[config.mk]
export PLATFORM = sky130hd
export DESIGN_NAME = dice_roll_arbiter
export DESIGN_NICKNAME = d
export VERILOG_FILES = /design/src/rtl/dice_roll_arbiter.sv
export SDC_FILE = /design/constraint.sdc
export NUM_CORES = 1
export LEC_CHECK = 0
export CORE_MARGIN = 2
export CORE_UTILIZATION = 51
export CTS_BUF_LIST = sky130_fd_sc_hd__clkbuf_4 sky130_fd_sc_hd__clkbuf_8 sky130_fd_sc_hd__clkbuf_16
export CTS_CLUSTER_DIAMETER = 60
export CTS_CLUSTER_SIZE = 25
export DETAILED_ROUTE_END_ITERATION = 10
export PLACE_DENSITY_LB_ADDON = 0.25
export SETUP_SLACK_MARGIN = 0.5
export SLEW_MARGIN = 5
export SYNTH_ARGS = -nofsm -noshare
export SYNTH_HDL_FRONTEND = slang
export SYNTH_SLANG_ARGS = --single-unit
export TNS_END_PERCENT = 100
[constraint.sdc]
create_clock -name clk -period 4.3 [get_ports clk]
set_input_delay 0.645 -clock clk [delete_from_list [all_inputs] [get_ports clk]]
set_output_delay 0.645 -clock clk [all_outputs]
set_load 0.05 [all_outputs]
[src/rtl/dice_roll_arbiter.sv]
// Round-robin arbiter/sequencer sharing one dice-roll RNG datapath between NUM_REQ requesters.
// Optional WAIT timeout is compiled in when ROLL_TIMEOUT_EN is defined.
//
// state | meaning
// IDLE  | no roll in flight; grant the next pending requester round-robin
// WAIT  | RNG running for the latched die, waiting for rng_valid
// RESP  | roll/err latched; pulse rsp_valid to the granted requester next edge
module dice_roll_arbiter #(
    parameter int NUM_REQ        = 4,
    parameter int TIMEOUT_CYCLES = 1024
) (
    input  logic                   clk,
    input  logic                   reset_n,
    input  logic [NUM_REQ-1:0]     req_valid,
    input  logic [4*NUM_REQ-1:0]   req_die,
    output logic [NUM_REQ-1:0]     rsp_valid,
    output logic [4:0]             rsp_roll,
    output logic                   rsp_err,
    output logic                   busy,
    output logic                   rng_run,
    output logic [3:0]             rng_die,
    input  logic                   rng_valid,
    input  logic [4:0]             rng_roll
);

    localparam int GW = (NUM_REQ > 1) ? $clog2(NUM_REQ) : 1;

    if (NUM_REQ < 2 || NUM_REQ > 8 || TIMEOUT_CYCLES < 1) begin : g_bad_param
        $error("dice_roll_arbiter: NUM_REQ must be 2..8 and TIMEOUT_CYCLES >= 1");
    end

    typedef enum logic [1:0] {
        S_IDLE = 2'd0,
        S_WAIT = 2'd1,
        S_RESP = 2'd2
    } state_t;

    state_t          state;
    logic [GW-1:0]   last_grant;
    logic [GW-1:0]   grant_q;
    logic [3:0]      die_q;
    logic [4:0]      roll_q;
    logic            err_q;

    logic            grant_found;
    logic [GW-1:0]   grant_idx;
    logic [GW-1:0]   cand;
    logic [3:0]      sel_die;

`ifdef ROLL_TIMEOUT_EN
    localparam int CW = $clog2(TIMEOUT_CYCLES + 1);
    logic [CW-1:0]   wait_cnt;
`endif

    function automatic logic [GW-1:0] wrap_idx(input logic [GW-1:0] base, input int off);
        int s;
        s = int'(base) + off;
        if (s >= NUM_REQ) s = s - NUM_REQ;
        return GW'(s);
    endfunction

    function automatic logic [4:0] face_of(input logic [3:0] code);
        case (code)
            4'd0:    face_of = 5'd4;
            4'd1:    face_of = 5'd6;
            4'd2:    face_of = 5'd8;
            4'd3:    face_of = 5'd10;
            4'd4:    face_of = 5'd12;
            4'd5:    face_of = 5'd20;
            default: face_of = 5'd0;
        endcase
    endfunction

    // Search upward from the slot after the last winner so every pending requester is reached.
    always_comb begin
        grant_found = 1'b0;
        grant_idx   = '0;
        cand        = '0;
        for (int i = 1; i <= NUM_REQ; i++) begin
            cand = wrap_idx(last_grant, i);
            if (!grant_found && req_valid[cand]) begin
                grant_found = 1'b1;
                grant_idx   = cand;
            end
        end
    end

    assign sel_die = req_die[{grant_idx, 2'b00} +: 4];

    always_ff @(posedge clk or negedge reset_n) begin
        if (!reset_n) begin
            state      <= S_IDLE;
            last_grant <= GW'(NUM_REQ - 1);
            grant_q    <= '0;
            die_q      <= '0;
            roll_q     <= '0;
            err_q      <= 1'b0;
            rsp_valid  <= '0;
            rsp_roll   <= '0;
            rsp_err    <= 1'b0;
            busy       <= 1'b0;
            rng_run    <= 1'b0;
            rng_die    <= '0;
`ifdef ROLL_TIMEOUT_EN
            wait_cnt   <= '0;
`endif
        end else begin
            rsp_valid <= '0;
            rsp_roll  <= '0;
            rsp_err   <= 1'b0;
            case (state)
                S_IDLE: begin
                    if (grant_found) begin
                        grant_q <= grant_idx;
                        die_q   <= sel_die;
                        busy    <= 1'b1;
                        if (sel_die <= 4'd5) begin
                            state   <= S_WAIT;
                            rng_run <= 1'b1;
                            rng_die <= sel_die;
`ifdef ROLL_TIMEOUT_EN
                            wait_cnt <= CW'(TIMEOUT_CYCLES - 1);
`endif
                        end else begin
                            state  <= S_RESP;
                            roll_q <= '0;
                            err_q  <= 1'b1;
                        end
                    end
                end
                S_WAIT: begin
                    if (rng_valid) begin
                        state   <= S_RESP;
                        roll_q  <= rng_roll;
                        err_q   <= (rng_roll == 5'd0) || (rng_roll > face_of(die_q));
                        rng_run <= 1'b0;
                        rng_die <= '0;
                    end
`ifdef ROLL_TIMEOUT_EN
                    else if (wait_cnt == '0) begin
                        state   <= S_RESP;
                        roll_q  <= '0;
                        err_q   <= 1'b1;
                        rng_run <= 1'b0;
                        rng_die <= '0;
                    end else begin
                        wait_cnt <= wait_cnt - 1'b1;
                    end
`endif
                end
                S_RESP: begin
                    rsp_valid  <= NUM_REQ'(1) << grant_q;
                    rsp_roll   <= roll_q;
                    rsp_err    <= err_q;
                    last_grant <= grant_q;
                    busy       <= 1'b0;
                    state      <= S_IDLE;
                end
                default: begin
                    state   <= S_IDLE;
                    busy    <= 1'b0;
                    rng_run <= 1'b0;
                    rng_die <= '0;
                end
            endcase
        end
    end

endmodule
==> metrics.cfg <==
[outcome]
outcome = finished, final reports clean

[routing]
drt_iter0_drc = 24
ant_nets = 0
vias = 1263
viasPerCell = 5.613
wl_um = 3387
drt_first_pass_iters = 4
drc_errors = 0
wl_per_cell_um = 15.05

[grt]
grt_pass1_wl_um = 5602
grt_pass1_vias = 1288
overflow = 0
antenna_found_initial = 0
track_usage_pct = 21.63
grt_max_degree = 33

[cts]
insertion_delay_ns = 0.33
cts_tree = done
cts-root-buf = clkbuf_4
cts_resized = 0
cts_buffer_depth = 2
cts_htree_levels = 2
post-cts-setup-buffers = 0
cts_hold_buffers = 0
clock_sinks = 32
cts_inserted_buffers = 5
path_clk_slew_ns = 0.10

[setup_path]
crit_slowest_cell = a2bb2oi_1
cp_max_fo = 12
crit_path_cell_trace = clkdlybuf4s50_1 -> mux2i_1 -> a2bb2oi_1 -> a21boi_0 -> o22ai_2 -> nor2_2 -> o311ai_4 -> mux2_4
path_class = input port to flop
critPathTopFamily = compound AO/OA/AOI/OAI gates
critPathMaxStageDelay_ns = 0.76
required_ns = 4.52
end_kind = flop
start_kind = input port
arrival_ns = 3.38
path_buf_inv = 1

[power]
ir_drop_v = 0.0004406
p_leak_nw = 0.9447
power_density_nw_per_um2 = 686.1
p_total_w = 0.001467

[finish]
fin_nets = 223
multi_input_area_um2 = 742.0
drive_gt1_share_pct = 14.06
syn_to_final_growth_pct = 34.14
seqCellArea_um2 = 803.3
fillCellCount = 223
fin_cells = 225
diodes = 0

[logic_synthesis]
synth_top_area_share_pct = 47.10
syn_nets = 176
synth_area_um2 = 1594
avgSynthCellArea_um2 = 11.07
yosysUniqueCellTypes = 44
synthArstFlopShare_pct = 100.0
synthCells = 144
synth_largest_area_cell = dfrtp_1
ys_seq_area_share_pct = 50.39
ys_ff_latch = 32
synthFlopType = dfrtp_1
yosys_warnings = 0
yosys-top-cells-area = dfrtp_1 (47%), nand2_1 (4.2%), dfstp_2 (3.3%), ha_1 (3.1%), a22o_1 (2.7%)
synth_edf_count = 0

[floorplan]
start_util_pct = 53.08
dieArea_um2 = 3589
die-height_um = 59.91
fp-row-count = 20
io_pins = 44
fp.dieW_um = 59.91
core_area_um2 = 3003

[timing]
worst_pin_slew_ns = 0.9342
relSlewSlack_pct = 37.48
post-route-period-util_pct = 73.35
rsz0062_at_grt = no
finalWorstSetupSlack_ns = 1.146
hold_viol_final = 0
tns_ns = 0
finalCriticalPeriod_ns = 3.154
slew_viol_final = 0
fin_hold_ws_ns = 0.4857
fmax_mhz = 317.0
setup_viol = 0
skew_ns = 0.01034

[place]
dp_cells = 217
dp_hpwl_um = 2603
place.gp.congestion = 0.7497
dpl_worst_slack_ns = 0.8704
io_buffers = 43

[run]
maxCapViolations = 0

[min_path]
hold_path.class = flop to flop

==> final cells by class <==
cell class,count,share of cell area [%]
sequential,32,37.57
multi-input combinational,103,34.70
tap,33,1.931
timing repair buffer,44,20.48
inverter,5,0.8777
clock inverter,1,1.404
clock buffer,7,3.043
==> path summary, 6_finish.rpt <==
| check | slack [ns] | cells after the start | startpoint | end |
|---|---|---|---|---|
| min | 0.49 | 2 | last_grant[0] | last_grant[0] |
| max | 1.15 | 8 | req_valid[3] | err_q |
| max in group asynchronous | 3.29 | 2 | reset_n | last_grant[1] |
| min in group asynchronous | 0.69 | 2 | reset_n | roll_q[3] |
| max reg2reg | 1.31 | 7 | last_grant[1] | err_q |
| min reg2reg | 0.49 | 2 | last_grant[0] | last_grant[0] |
==> power breakdown <==
group	switching [W]	leakage (nW)	internal [W]	total, W
sequential	0.0000882	0.406	0.000419	0.000508
combinational	0.000410	0.487	0.000294	0.000704
clock	0.000101	0.0515	0.000154	0.000255
total	0.000599	0.945	0.000868	0.00147
==> per-stage QoR <==
stage | util (%) | area [um^2]
3_5_place_dp | 68.04 | 2043
3_3_place_gp | 68.04 | 2043
2_1_floorplan | - | 1594
4_1_cts | 71.21 | 2138
5_1_grt | 71.21 | 2138
6_report | 71.21 | 2138
==> synth_stat cells (2+ instances only) <==
| library cell | instances |
|---|---|
| buf_6 | 2 |
| mux2i_1 | 4 |
| a21o_1 | 2 |
| nand2b_1 | 2 |
| a21boi_1 | 3 |
| a31o_1 | 2 |
| inv_1 | 5 |
| nand3_1 | 3 |
| o21ai_0 | 8 |
| o21bai_1 | 2 |
| nor2b_1 | 3 |
| nor3b_1 | 3 |
| clkbuf_1 | 2 |
| dfrtp_1 | 30 |
| mux2_2 | 3 |
| and3_1 | 2 |
| a21boi_0 | 2 |
| o22ai_2 | 2 |
| nand2_1 | 18 |
| dfstp_2 | 2 |
| a31o_2 | 4 |
| o21a_1 | 2 |
| and2_1 | 6 |
| ha_1 | 4 |
| a31oi_1 | 2 |
| a22o_1 | 5 |
| nor2_1 | 4 |
==> tightest hold or removal path: cells and delay by family, from the launching register on <==
family / cells / cell delay [ns]
flip-flops: 1 / 0.40
AND/OR/NAND/NOR: 2 / 0.10
==> cell families after synthesis <==
kind of cell,count (synthesis),share of synthesized area (%)
compound gates,39,20.25
simple gates,52,17.58
buf+inv,9,3.061
fa+ha+maj,4,3.140
mux,8,5.573
flops,32,50.39
==> placed cells by master (no fill, tap or decap), types with 4 or more instances in the layout <==
| cell type | synthesis | final |
|---|---|---|
| mux2i_1 | 4 | 4 |
| nand2_1 | 18 | 18 |
| clkbuf_4 | 0 | 5 |
| a31o_2 | 4 | 4 |
| dfrtp_1 | 30 | 30 |
| a22o_1 | 5 | 5 |
| o21ai_0 | 8 | 8 |
| inv_1 | 5 | 5 |
| and2_1 | 6 | 6 |
| nor2_1 | 4 | 4 |
| clkdlybuf4s50_1 | 0 | 43 |
| ha_1 | 4 | 4 |
==> routing by layer <==
metal | part of all wire [%] | global-route usage [%]
met1 | 42 | 23.14
met2 | 53 | 38.51
met3 | 3.7 | 6.277
met4 | 1.9 | 10.48
met5 | 0 | 0
==> flip-flops by register name (all words and copies together), names as in the netlist <==
name and count:
busy 1, die_q 4, err_q 1, grant_q 2, last_grant 2, rng_die 4
rng_run 1, roll_q 5, rsp_err 1, rsp_roll 5, rsp_valid 4, state 2
Note: power is estimated with default switching activity, not from simulation.
